--- src/rtl/mem_burst_responder.sv ---
// Byte-wide RAM responder: streams addr..addr+extra into a little-endian data word,
// one byte per cycle, with a bounds check decided at accept time and a host byte-write port.
module mem_burst_responder #(
    parameter int    AW      = 6,
    parameter int    DW      = 8,
    parameter int    EXTRA   = 4,
    parameter string ROMFILE = ""
) (
    input  logic                     clk,
    input  logic                     reset,
    input  logic                     req,
    input  logic [AW:0]              addr,
    input  logic [EXTRA-1:0]         extra,
    input  logic [AW:0]              lower_bound,
    input  logic [AW:0]              upper_bound,
    output logic [(2**EXTRA)*8-1:0]  data,
    output logic                     error,
    output logic                     valid,
    output logic                     busy,
    input  logic                     wr_en,
    input  logic [AW-1:0]            wr_addr,
    input  logic [7:0]               wr_data,
    output logic                     wr_ready
);
    localparam int DEPTH = 2**AW;
    localparam int NB    = 2**EXTRA;

    if (DW != 8) begin : g_dw_check
        $error("mem_burst_responder: DW must be 8");
    end

    typedef enum logic [1:0] {IDLE, FETCH, DONE} state_t;

    state_t                 state, state_d;
    logic [AW-1:0]          addr_q;
    logic [EXTRA-1:0]       extra_q;
    logic [EXTRA-1:0]       k_q;
    logic [NB-1:0][7:0]     data_q;
    logic                   error_q;
    logic [DW-1:0]          mem [DEPTH];

    logic                   accept;
    logic [AW+1:0]          end_addr;
    logic                   bounds_err;
    logic [AW-1:0]          rd_idx;
    logic [7:0]             rd_byte;

    initial begin
        for (int i = 0; i < DEPTH; i++) mem[i] = '0;
    end

    assign accept = (state == IDLE) && req;

    // One extra bit of headroom so addr+extra never wraps before the compare.
    assign end_addr   = {1'b0, addr} + (AW+2)'(extra);
    assign bounds_err = ({1'b0, addr} < {1'b0, lower_bound}) ||
                        (end_addr > {1'b0, upper_bound}) ||
                        (end_addr > (AW+2)'(DEPTH-1));

    assign rd_idx  = addr_q + AW'(k_q);
    assign rd_byte = mem[rd_idx];

    always_comb begin
        state_d = state;
        case (state)
            IDLE:    if (req) state_d = bounds_err ? DONE : FETCH;
            FETCH:   if (k_q == extra_q) state_d = DONE;
            DONE:    state_d = IDLE;
            default: state_d = IDLE;
        endcase
    end

    always_ff @(posedge clk) begin
        if (reset) state <= IDLE;
        else       state <= state_d;
    end

    always_ff @(posedge clk) begin
        if (reset) begin
            addr_q  <= '0;
            extra_q <= '0;
            k_q     <= '0;
            data_q  <= '0;
            error_q <= 1'b0;
        end else if (accept) begin
            // Out-of-range requests never read memory, so only the low bits matter.
            addr_q  <= addr[AW-1:0];
            extra_q <= extra;
            k_q     <= '0;
            data_q  <= '0;
            error_q <= bounds_err;
        end else if (state == FETCH) begin
            data_q[k_q] <= rd_byte;
            k_q         <= k_q + 1'b1;
        end
    end

    // Writes are only taken when no read is active or arriving, so reads never race them.
    always @(posedge clk) begin
        if (wr_en && wr_ready) mem[wr_addr] <= wr_data;
    end

    assign data     = data_q;
    assign error    = error_q;
    assign valid    = (state == DONE);
    assign busy     = (state != IDLE);
    assign wr_ready = !busy && !req;

endmodule

--- config.mk ---
export PLATFORM = sky130hd
export DESIGN_NAME = mem_burst_responder
export DESIGN_NICKNAME = d
export VERILOG_FILES = /design/src/rtl/mem_burst_responder.sv
export SDC_FILE = /design/constraint.sdc
export NUM_CORES = 1
export LEC_CHECK = 0
export CAP_MARGIN = 40
export CORE_UTILIZATION = 40
export DETAILED_ROUTE_END_ITERATION = 8
export SLEW_MARGIN = 15
export SYNTH_ARGS = -nofsm -noshare
export SYNTH_HDL_FRONTEND = slang
export SYNTH_SLANG_ARGS = --single-unit
export TNS_END_PERCENT = 10
--- constraint.sdc ---
create_clock -name clk -period 5.02 [get_ports clk]
set_input_delay 1.004 -clock clk [delete_from_list [all_inputs] [get_ports clk]]
set_output_delay 1.004 -clock clk [all_outputs]
set_load 0.05 [all_outputs]
======== Yosys cells after proc, flatten, opt, wreduce, memory -nomap -nowiden ========
Memories as Yosys holds them, arrays and structs flattened.
Index checks and enable logic that the tools add are counted.
word-level totals
  output and inout port bits .............. 132
  word-level logic and storage cells ...... 56
  memories ................................ 1
  input bits .............................. 43
  bits in writable memories ............... 512
  flip-flop bits (word level) ............. 145
operators by class
  mux-type cells .......................... 9
  magnitude comparators ................... 5
  reductions and logical operators ........ 12
  add/sub/neg operators ................... 3
  equality and inequality tests ........... 5
memory list
  name  words  bits a word  read ports  clocked after memory_dff  write ports  RTL line  source
  mem   64     8            1           0                         1            40        logic [DW-1:0] mem [DEPTH];
operator list
  kind                   number
  $bwmux W128            1
  $demux W8 S4           1
  $add A7 B4 Y8          1
  $gt A8 B6 Y1 const B   1
  $gt A8 B7 Y1           1
  $mux W8                1
  $lt A7 B7 Y1           1
  $add A6 B4 Y6          1
  $mux W2                3
  $lt A4 B5 Y1 const B   1
  $add A4 B1 Y4 const B  1
  $eq A4 B4 Y1           1
  $ge A4 B1 Y1 const B   1
  $logic_and A1 B1 Y1    4
  $ne A2 B2 Y1 const B   2
  $pmux W2 S2            1
  $eq A2 B1 Y1 const B   1
  $eq A2 B2 Y1 const B   1
  $logic_not A1 Y1       2
  $logic_not A2 Y1       1
  $logic_or A1 B1 Y1     2
  $mux W1                2
  $reduce_and A2 Y1      1
  $reduce_bool A2 Y1     1
  $reduce_or A2 Y1       1

======== Depth between registers and ports, before layout ========
Gate-level depths: netlist of the first run.
  depth after elaboration ................. 7
  depth in mapped cells ................... 13
  gate-level depth less buffers ........... 12

======== Least setup slack after synthesis of the first run ========
Ideal clock, no wire load.
  path type ............................... register -> register
  start point ............................. reg k_q[0]
  end point ............................... reg data_q, in the netlist data[108]
  clock period less this slack ............ 3.579 ns
  path slack .............................. 1.441 ns
  library setup time ...................... 0.117 ns
  required time ........................... 4.903 ns
  cell stages (with the launch flop) ...... 11
  arrival ................................. 3.462 ns
  path buffers ............................ 3
  path through ............................ dfxtp_1 > ha_1 > fa_1 > buf_2 > buf_1 > buf_1 > mux4_2 > mux2_2 > a222oi_1 > mux2i_1 > a22o_1
on the way
  word-level cells in the longest chain between the ends .. 5
  elaborated cells between the ends (all ways) .. 8
  classes of those cells .................. add/sub (1); order compare (2); mux (3); reduce/logical (1); memory (1)
RTL lines
  what                                                                    RTL line  source
  start: declaration                                                      37        logic [EXTRA-1:0] k_q;
  start signal: assignment                                                94        k_q <= k_q + 1'b1;
  parallel branches: the longest is 4 deep, another holds $mem_v2 Z64 W8  --
  $bwmux W128 *                                                           93        data_q[k_q] <= rd_byte;
  end signal: indexed assignment                                          93
  end: declaration                                                        38        logic [NB-1:0][7:0] data_q;
Every way passes the cells marked *.
A chain may end at the register's enable or synchronous reset.

======== Final worst setup path of the first run ========
  start point ............................. reg k_q[2]
  end point ............................... reg data_q, in the netlist data[124]
Same word-level chain as after synthesis.

==> results of run 1 <==
[cell families (layout without fill, tap and decap cells)]
group                      after synthesis  count (layout)
muxes                                  212             212
xor gates and xnor gates                16              16
AOI/OAI and AO/OA                      282             282
and+or+nand+nor                        354             354
buffers and inverters                   92             398
adders and majority gates               27              27
DFF                                    657             657
other                                    0               1
[worst max-delay path: cells and delay by family (launching register included)]
family                     cells  cell delay [ns]
and+or+nand+nor                2             0.75
DFF                            1             0.58
muxes                          2             0.78
adders and majority gates      1             0.46
buffers and inverters          1             0.22
AOI/OAI and AO/OA              3             1.53
[where the power goes]
| part | switching [mW] | internal (mW) | total, mW |
|---|---|---|---|
| clock | 2.10 | 3.01 | 5.11 |
| sequential | 0.0120 | 5.87 | 5.88 |
| combinational | 0.730 | 0.425 | 1.16 |
| total | 2.84 | 9.31 | 12.1 |
[Yosys cell counts, drive strengths merged, types with 5 or more instances]
master / n
a21o: 6
a21oi: 74
a221o: 30
a222oi: 7
a22o: 80
a22oi: 27
and2: 6
and3: 8
buf: 41
clkbuf: 32
dfxtp: 145
edfxtp: 512
ha: 25
inv: 19
mux2: 15
mux2i: 38
mux4: 159
nand2: 125
nand2b: 20
nand3: 10
nand3b: 5
nand4: 19
nor2: 135
nor2b: 10
nor3: 6
o21ai: 23
o311ai: 24
xnor2: 6
xor2: 10
[placed cells by master (no fill, tap or decap), types with 27 or more instances in the layout]
| cell | synthesis | routed |
|---|---|---|
| dfxtp_1 | 145 | 145 |
| mux4_2 | 159 | 159 |
| mux2i_1 | 27 | 27 |
| a22oi_1 | 27 | 27 |
| a21oi_1 | 73 | 73 |
| clkdlybuf4s50_1 | 0 | 166 |
| a22o_1 | 80 | 80 |
| nand2_1 | 125 | 125 |
| clkbuf_16 | 0 | 74 |
| buf_4 | 7 | 68 |
| a221o_1 | 30 | 30 |
| edfxtp_1 | 512 | 512 |
| nor2_1 | 135 | 135 |
[layer usage]
metal	share of wire (%)	wire length [um]	track usage (%)
met5	0.090	69	0
met4	3.8	2910	8.59
met3	7.8	5980	5.86
met2	46	35300	34.9
met1	42	32200	29.9
[through the flow]
| step | cells | worst slack (ns) | utilization (%) | hold slack [ns] |
|---|---|---|---|---|
| after floorplan | 1640 | 1.44 | - | 0.441 |
| after detailed placement | 2686 | 0.648 | 45.0 | 0.464 |
| after global placement | 2672 | 0.702 | 44.8 | 0.453 |
| final | 2820 | 0.571 | 48.4 | 0.480 |
| after global routing | 2819 | 0.370 | 48.4 | 0.491 |
| after CTS | 2812 | 0.619 | 48.4 | 0.477 |
[flip-flops by register name (all words and copies together), names as in the netlist]
name	cells
addr_q	6
data	128
error	1
extra_q	4
k_q	4
mem	512
state	2
[final cells by class]
type / count / area, um^2 / area share, %
clock buffer: 86 / 1910 / 5.86
sequential: 657 / 18300 / 56.2
tap: 873 / 1090 / 3.36
inverter: 19 / 71.3 / 0.219
clock inverter: 40 / 367 / 1.13
multi-input combinational: 891 / 8440 / 25.9
antenna: 1 / 2.50 / 0.00769
timing repair buffer: 253 / 2370 / 7.29
[worst min path at each step]
| stage | depth (start not counted) | slack [ns] | start | to |
|---|---|---|---|---|
| finish | 2 | 0.48 | extra_q[3] | extra_q[3] |
| global route | 2 | 0.49 | data[59] | data[59] |
| CTS | 2 | 0.48 | extra_q[0] | extra_q[0] |
| detailed placement | 2 | 0.46 | data[22] | data[22] |
| global placement | 2 | 0.45 | addr_q[2] | addr_q[2] |
| floorplan | 2 | 0.44 | addr_q[0] | addr_q[0] |
==> metrics.md, run 1 <==
| Metric | Value |
|---|---|
| Worst r2r path cells | 9 |
| Synth Area in Adders | approximately 1.3% |
| DP Area | about 30000 um^2 |
| Syn-to-layout area delta | 20.0% |
| DRT Pass-1 Iters | 7 |
| Post_cts resized | 0 |
| Fill cell count | 5578 |
| Vias | 16500 |
| Worst Max-Slew Pin Slew | 0.930 ns |
| GP Congestion | 0.882 |
| CP startpoint | k_q[2] |
| DRC | 0 |
| Final hold violations | 0 |
| RSZ-0062 raised after global routing | false |
| Setup crit end | data[124] |
| Yosys top cell area share | 56.7% |
| Tot Pwr | 12.1 mW |
| Max-Cap Viols | 0 |
| Post-CTS Hold Buffers | 0 |
| Worst path cell trace | ha_1, and3_4, o21ai_0, and2_2, buf_12, mux2_2, a222oi_1, mux2i_1, a22o_1 |
| DR WL/cell | 27.1 um |
| Number of global-route vias before repair | 16400 |
| Tcrit/Tclk final | 88.6% |
| Reg-to-Reg End | data[124] |
| Initial antenna violation count | 5 |
| Die W | 262 um |
| CTS Buf Count | 70 |
| # Post-CTS Setup Buffers | 0 |
| Simple-Gate Fraction of Synth Area | under 10% |
| Status | completed |
| Clock Pin Slew Worst Setup and Hold Paths | 0.06 ns |
| Largest family of logic cells by synthesized area | multiplexers |
| Pin count of the biggest net entering global routing | 95 |
| Final Slew Violations | 0 |
| Global-route wire length before repair | 112000 um |
| Synth cell types | 55 |
| Post-synth top area cell | edfxtp_1 |
| Fin Setup TNS | 0 ns |
| Maximum vdd drop | 0.000211 V |
| Crit-path max FO | 13 |
| Clk root buf | clkbuf_16 |
| Critical path launch point type | flop |
| Ys flop type | edfxtp_1 |
| R2R Setup Slk | about 0.57 ns |
| Fmax | between 200 and 250 MHz |
| FP Rows | 95 |
| Tmin final | approximately 4.4 ns |
| Initial Utilization | 40.4% |
| Share of cells above drive strength 1 | 20.0% |
| CP endpoint kind | flop |
| Drt total wl | 76400 um |
| Top post-synthesis cells by area | edfxtp_1, mux4_2, dfxtp_1, a22o_1, nor2_1 |
| Post-synth EDFFs | 512 |
| Nets | 1962 |
| Vias/cell | 5.87 |
| R2r startpoint | k_q[2] |
| Clock sinks | 657 |
| Synth Area in XOR/XNOR | 0.517% |
| Global route total overflow | 0 |
| Async set-reset flop share out of synthesis | 0% |
| Cell Area, Synth | 27100 um^2 |
| Die height | 262 um |
| Slowest Stage Delay on Critical Path | between 0.7 and 0.8 ns |
| Worst rel slew slack | 37.5% |
| WP data arrival | just under 5 ns |
| ANT nets after route | 0 |
| Design area | 32500 um^2 |
| Final setup viols | 0 |
| Mux share of post-synthesis cell area | 15.5% |
| Gate Count Post-Synth | between 1500 and 2000 |
| DR iter-0 viols | 1750 |
| Seq/Total Area, Yosys | 67.4% |
| Register bit total from synthesis | 657 |
| Crit path required time | 5.51 ns |
| Gr usage total | 22.3% |
| Leak Pwr | around 11 nW |
| Synth warn | 0 |
| Crit-path slowest cell | a222oi_1 |
| CP Class | flop to flop |
| Mean Syn Cell Area | 16.5 um^2 |
| H-tree depth | 3 |
| Clk_lat worst skew | 0.62 ns |
| CTS tree | built |
| # IOs | 175 |
| Hold WC Path Type | flop to flop |
| Clk buf depth | 3 |
| Mapped Nets | approximately 1700 |
| Hpwl dp | 53000 um |
| PD cells | 373 nW/um^2 |
| Synth Area in Compound Gates | 7.78% |
| Die footprint | roughly 69000 um^2 |
| Fin Clk Skew | 0.0302 ns |
| Port Buffer Count | 174 |
| Core area | 67200 um^2 |
(Power assumes the default switching activity.)
==> run 2, diff against run 1 <==
CORE_UTILIZATION = 59   (was 40)
PLACE_DENSITY = 0.8   (was unset)
TNS_END_PERCENT = 50   (was 10)
==> run 2 against run 1 <==
  * Core utilization is 22 points higher
  * Clock skew is 0.0075 ns lower
  * Worst setup slack worse by 0.058 ns
  * Maximum frequency is 1.3% lower
  * Final cell count is 10% lower
  * Combinational power hardly changed
  * Clock power is 12% lower
  * First-iteration DRC count is 35% higher
  * Critical endpoint is now data[104]
  * Largest power group unchanged
==> metrics.md, run 2 (same netlist as run 1, synthesis figures left out) <==
| Metric | Value |
|---|---|
| PD cells | 363 nW/um^2 |
| Slowest Stage Delay on Critical Path | 0.79 ns |
| DP Worst Slack | 0.574 ns |
| Status | completed |
| Max reg flops | 512 |
| Global-route wire length before repair | 109000 um |
| Commonest non-fill, non-tap cell in the layout | edfxtp_1 |
| Post_cts resized | 0 |
| Share of cells above drive strength 1 | a little under a fifth |
| Fin Clk Skew | 0.0227 ns |
| FP Rows | a little under 80 |
| Final worst setup slack | around 0.51 ns |
| CTS Buf Count | 61 |
| # Post-CTS Setup Buffers | 0 |
| Tmin final | 4.51 ns |
| Clk_lat worst skew | 0.64 ns |
| Maximum vdd drop | around 0.00028 V |
| DRC | 0 |
| CP endpoint kind | flop |
| Leak Pwr | 10.4 nW |
| GP Congestion | slightly below 1 |
| DR WL/cell | ~29 um |
| Hold WC Path Type | flop to flop |
| Most frequent cells in the layout | edfxtp_1, clkdlybuf4s50_1, mux4_2 |
| Nets | 1942 |
| Hpwl dp | 48600 um |
| Final core area utilization | between 70% and 80% |
| Fin Setup TNS | 0 ns |
| Antenna diodes | 0 |
| Crit-path max FO | 21 |
| Fmax | 222 MHz |
| Crit-path slowest cell | and2_2 |
| Max-Cap Viols | 0 |
| DRT Pass-1 Iters | 6 |
| Die W | 216 um |
| Pin count of the biggest net entering global routing | 65 |
| Tot Pwr | 11.5 mW |
| Die footprint | 46800 um^2 |
| Port Buffer Count | 174 |
| Die height | between 200 and 250 um |
| Vias/cell | 6.76 |
| WP data arrival | 5.02 ns |
| Hold_ws | 0.473 ns |
| Worst Path Buf+Inv | 1 |
| Drt total wl | 73300 um |
| RSZ-0062 raised after global routing | false |
| Syn-to-layout area delta | 17.4% |
| Vias | 17100 |
| DR iter-0 viols | around 2400 |
| Delay-heaviest family, CP | compound AO/OA/AOI/OAI gates |
| Critical path launch point type | flop |
| CTS tree | built |
| Reg with most FFs | mem |
| Worst rel slew slack | between 30% and 40% |
| H-tree depth | 2 |
| Post-CTS Hold Buffers | 0 |
| Worst Max-Slew Pin Slew | 0.942 ns |
| Core area | 45400 um^2 |
| Clock Pin Slew Worst Setup and Hold Paths | 0.06 ns |
| Final setup viols | 0 |
| Clk buf depth | 3 |
| Initial antenna violation count | 0 |
| Number of global-route vias before repair | 16600 |
| ANT nets after route | 0 |
| Initial Utilization | 59.7% |
| Tcrit/Tclk final | 89.8% |
| Final Slew Violations | 0 |
| CP Class | flop to flop |
| Worst path cell trace | ha_1, and3_4, o21ai_0, and2_2, buf_4, mux2_4, a222oi_1, mux2i_2, a22o_1 |
| Crit path required time | 5.53 ns |
| Clock sinks | between 600 and 700 |
| Final hold violations | 0 |
| Global route total overflow | 0 |
| Gr usage total | around a third |
| Clk root buf | clkbuf_16 |
| # IOs | 175 |
-- run 2: cell count changes in the layout (fill, tap and decap cells not counted), sizes merged --
| cell | change |
|---|---|
| buf | -11 |
| clkinv | -7 |
| bufinv | -3 |
| diode | -1 |
-- run 2: tightest hold or removal path, cell delays in order, from the launching register on --
cell and delay [ns]:
dfxtp_1 0.32, nand2_1 0.05, a21oi_1 0.05
-- run 2: area by class of cell --
cell class	instances	area [um^2]
well taps	600	751
clock inverters	30	223
clock buffers	86	1720
repair buffers	242	2340
multi-input cells	891	8430
inverters	19	71.3
fillers	2832	13600
flip-flops and latches	657	18300
-- run 2: path summary, 6_finish.rpt --
kind	startpoint	to	slack, ns	cells after the start
worst min-delay path	extra_q[3]	extra_q[3]	0.47	2
worst max-delay path	k_q[2]	data[104]	0.51	9
worst min register to register	extra_q[3]	extra_q[3]	0.47	2
worst max register to register	k_q[2]	data[104]	0.51	9
-- run 2: report_power, final --
group	internal, mW	leakage [nW]	switching [mW]	total (mW)
clock network	2.54	0.975	1.97	4.51
registers	5.87	5.77	0.0125	5.88
logic	0.434	3.62	0.709	1.14
total	8.84	10.4	2.69	11.5
-- run 2: per-layer routing --
layer,part of all wire [%],global-route usage [%],wire length (um)
met4,4.3,13.0,3140
met5,0,0,0
met2,48,50.9,35000
met1,38,43.4,27700
met3,10,5.84,7490
-- run 2: metrics by stage --
step	cell area, um^2	std cells
after detailed placement	29800	2399
final	31800	2525
after floorplan	27100	1640
after global placement	29600	2390
after CTS	31700	2515
after global routing	31800	2525
==> run 3, diff against run 2 <==
ABC_AREA = 1   (was unset)
CORE_UTILIZATION = 54   (was 59)
CTS_CLUSTER_SIZE = 30   (was unset)
PLACE_DENSITY = 0.77   (was 0.8)
clock period = 3.6 ns   (was 5.02 ns; I/O delays follow)
==> run 3 against run 2 <==
  * Sequential share of layout area is 1.7 points lower
  * Via count increased by 21%
  * Count of clock-buffer cells in the layout up 8
  * Die area is 12% higher
==> metrics.md, run 3 <==
| Metric | Value |
|---|---|
| Status | completed |
| P_sw | 4.11 mW |
| Crit path depth | 13 |
| Synth Area in Compound Gates | 5.23% |
| Clk_lat worst skew | approximately 0.60 ns |
| Worst Max-Slew Pin Slew | a little over 0.9 ns |
| Internal power | 12.7 mW |
| Post_cts resized | 0 |
| CP startpoint | k_q[0] |
| Mean Syn Cell Area | 9.86 um^2 |
| Mapped Nets | 2890 |
| Cell Area, Synth | 27800 um^2 |
| Fin Clk Skew | 0.0189 ns |
| Max-Cap Viols | 0 |
| H-tree depth | 3 |
| Mux share of post-synthesis cell area | 0% |
| Setup crit end | data[75] |
| Core area | between 50000 and 60000 um^2 |
| Global-route wire length before repair | about 110000 um |
| Tmin final | 3.36 ns |
| Largest family of logic cells by synthesized area | simple AND/OR/NAND/NOR gates |
| Global route total overflow | 0 |
| Yosys top cell area share | between 50% and 60% |
| Initial Utilization | a little under three fifths |
| CTS Buf Count | 67 |
| Register bit total from synthesis | around 660 |
| Fin Setup TNS | 0 ns |
| Vias | 20600 |
| Crit path required time | 4.04 ns |
| Port Buffer Count | ~170 |
| Worst hold start | extra_q[1] |
| DRC | 0 |
| Final core area utilization | 64.9% |
| Cell repeated most along the worst path | nand2_1 |
| Simple-Gate Fraction of Synth Area | 20.0% |
| Seq pwr share | 48.8% |
| R2R Setup Slk | 0.24 ns |
| Most frequent cell after synthesis | nand2_1 |
| Drt total wl | 71500 um |
| Hold_ws | 0.482 ns |
| Final worst setup slack | 0.241 ns |
| Commonest non-fill, non-tap cell in the layout | nand2_1 |
| DR WL/cell | 19.1 um |
| Async set-reset flop share out of synthesis | 0% |
| Synth Area in XOR/XNOR | less than 1% |
| DP Area | 30600 um^2 |
| Synth warn | 0 |
| Worst r2r path cells | 13 |
| DP Worst Slack | 0.253 ns |
| Clock Pin Slew Worst Setup and Hold Paths | ~0.060 ns |
| Clk root buf | clkbuf_16 |
| Die footprint | 52400 um^2 |
| Maximum vdd drop | 0.000424 V |
| GP Congestion | 0.870 |
| Die height | 229 um |
| Most frequent cells in the layout | nand2_1, edfxtp_1, nand3_1 |
| Reg with most FFs | mem |
| CP Class | flop to flop |
| Ys flop type | edfxtp_1 |
| CTS tree | built |
| R2r startpoint | k_q[0] |
| Gr usage total | 27.4% |
| DR iter-0 viols | 2151 |
| Tot Pwr | between 15 and 20 mW |
| Leak Pwr | about 14 nW |
| Synth Area in Adders | 1.27% |
| Share of cells above drive strength 1 | 7.30% |
| Hold WC Path Type | flop to flop |
| Syn-to-layout area delta | 17.9% |
| Crit-path slowest cell | fa_4 |
| Clock group share of total power | between 40% and 50% |
| Worst path cell trace | ha_4, fa_4, clkinv_2, buf_12, nand3_1, nand2_1, nand2_1, nand2_1, nand2_1, nand3_1, nand3_1, nand2_2, a21oi_1 |
| Combinational share of power | about a tenth |
| Final setup viols | 0 |
| RSZ-0062 raised after global routing | false |
| GR Util met3 | 4.74% |
| FP Rows | a little over 80 |
| Delay-heaviest family, CP | simple AND/OR/NAND/NOR gates |
| # Post-CTS Setup Buffers | 0 |
| Number of global-route vias before repair | 20000 |
| Final Slew Violations | 0 |
| # IOs | 175 |
| Reg-to-Reg End | data[75] |
| Die W | 229 um |
| Met2 Resource Use GR | 44.8% |
| Critical path launch point type | flop |
| CP endpoint kind | flop |
| Post-synth top area cell | edfxtp_1 |
| DRT Pass-1 Iters | 5 |
| PD cells | 513 nW/um^2 |
| Fmax | 298 MHz |
| Nets | 3093 |
| Post-Layout Cell Count | roughly 3700 |
| Worst Path Buf+Inv | 2 |
| Gate Count Post-Synth | 2820 |
| Worst rel slew slack | 37.5% |
| Busiest grt layer | met2 |
| Final hold violations | 0 |
| Post-synth EDFFs | 512 |
| Clk buf depth | 3 |
| Post-CTS Hold Buffers | 0 |
| Initial antenna violation count | 2 |
| Placed insts | 3620 |
| Design area | approximately 33000 um^2 |
| Max reg flops | slightly above 500 |
| Top post-synthesis cells by area | edfxtp_1, nand2_1, dfxtp_1, nand3_1, inv_1 |
| Vias/cell | approximately 5.5 |
| Switching Share | 24.4% |
| Pin count of the biggest net entering global routing | 154 |
| WP data arrival | 3.80 ns |
| Synth cell count leaders | nand2_1, edfxtp_1, nand3_1, inv_1, a21oi_1 |
| Slowest Stage Delay on Critical Path | around 0.67 ns |
| M1 GR Usage | 36.0% |
| Hpwl dp | approximately 44000 um |
| Crit-path max FO | 72 |
| Seq/Total Area, Yosys | 65.7% |
| Synth cell types | 28 |
| Tcrit/Tclk final | 93.3% |
| Clock sinks | ~660 |
| ANT nets after route | 0 |
## run 3: changes by cell type in the layout (fill, tap and decap cells not counted), moves of 41 or more
cell	change
nand3_1	+380
a22o_1	-80
mux4_2	-159
inv_1	+329
buf_4	+41
a21oi_1	+75
o21ai_0	+107
nand2_1	+708
## run 3: power by group through the flow
stage	combinational, mW	clock, mW	sequential [mW]
2_1_floorplan	1.12	0	8.37
5_1_grt	1.92	7.20	8.20
6_report	1.77	6.85	8.20
4_1_cts	1.75	6.92	8.20
3_3_place_gp	1.71	0	8.36
3_5_place_dp	1.73	0	8.36
## run 3: area by class of cell
type	count	area [um^2]
fillers	3823	17700
flip-flops and latches	657	18300
well taps	672	841
clock buffers	94	1950
inverters	351	1320
diodes	2	5.00
repair buffers	282	2660
multi-input cells	1664	7520
clock inverters	22	204
## run 3: worst min-delay path, cell delays in order (launching register included)
cell and delay [ns]:
dfxtp_1 0.32, nand2_1 0.06, a21oi_1 0.06
## run 3: cells by family (layout without fill, tap and decap cells)
kind of cell | after synthesis | count (layout)
other | 0 | 2
and+or+nand+nor | 1341 | 1341
AOI/OAI and AO/OA | 286 | 286
adders and majority gates | 27 | 27
xor gates and xnor gates | 10 | 10
DFF | 657 | 657
buffers and inverters | 499 | 749
## run 3: routing by layer
metal / part of all wire, % / up-vias / wire length (um)
li1: - / 9701 / -
met1: 39 / 9687 / 28100
met2: 48 / 999 / 34400
met3: 8.2 / 200 / 5880
met4: 4.4 / 0 / 3160
met5: 0 / - / 0
## run 3: worst min path at each step
stage,end,slack [ns],cells past startpoint
3_5_place_dp,addr_q[3],0.47,2
3_3_place_gp,addr_q[3],0.47,2
2_1_floorplan,addr_q[2],0.45,2
6_report,extra_q[1],0.48,2
5_1_grt,mem[38][0],0.49,1
4_1_cts,mem[38][0],0.48,1
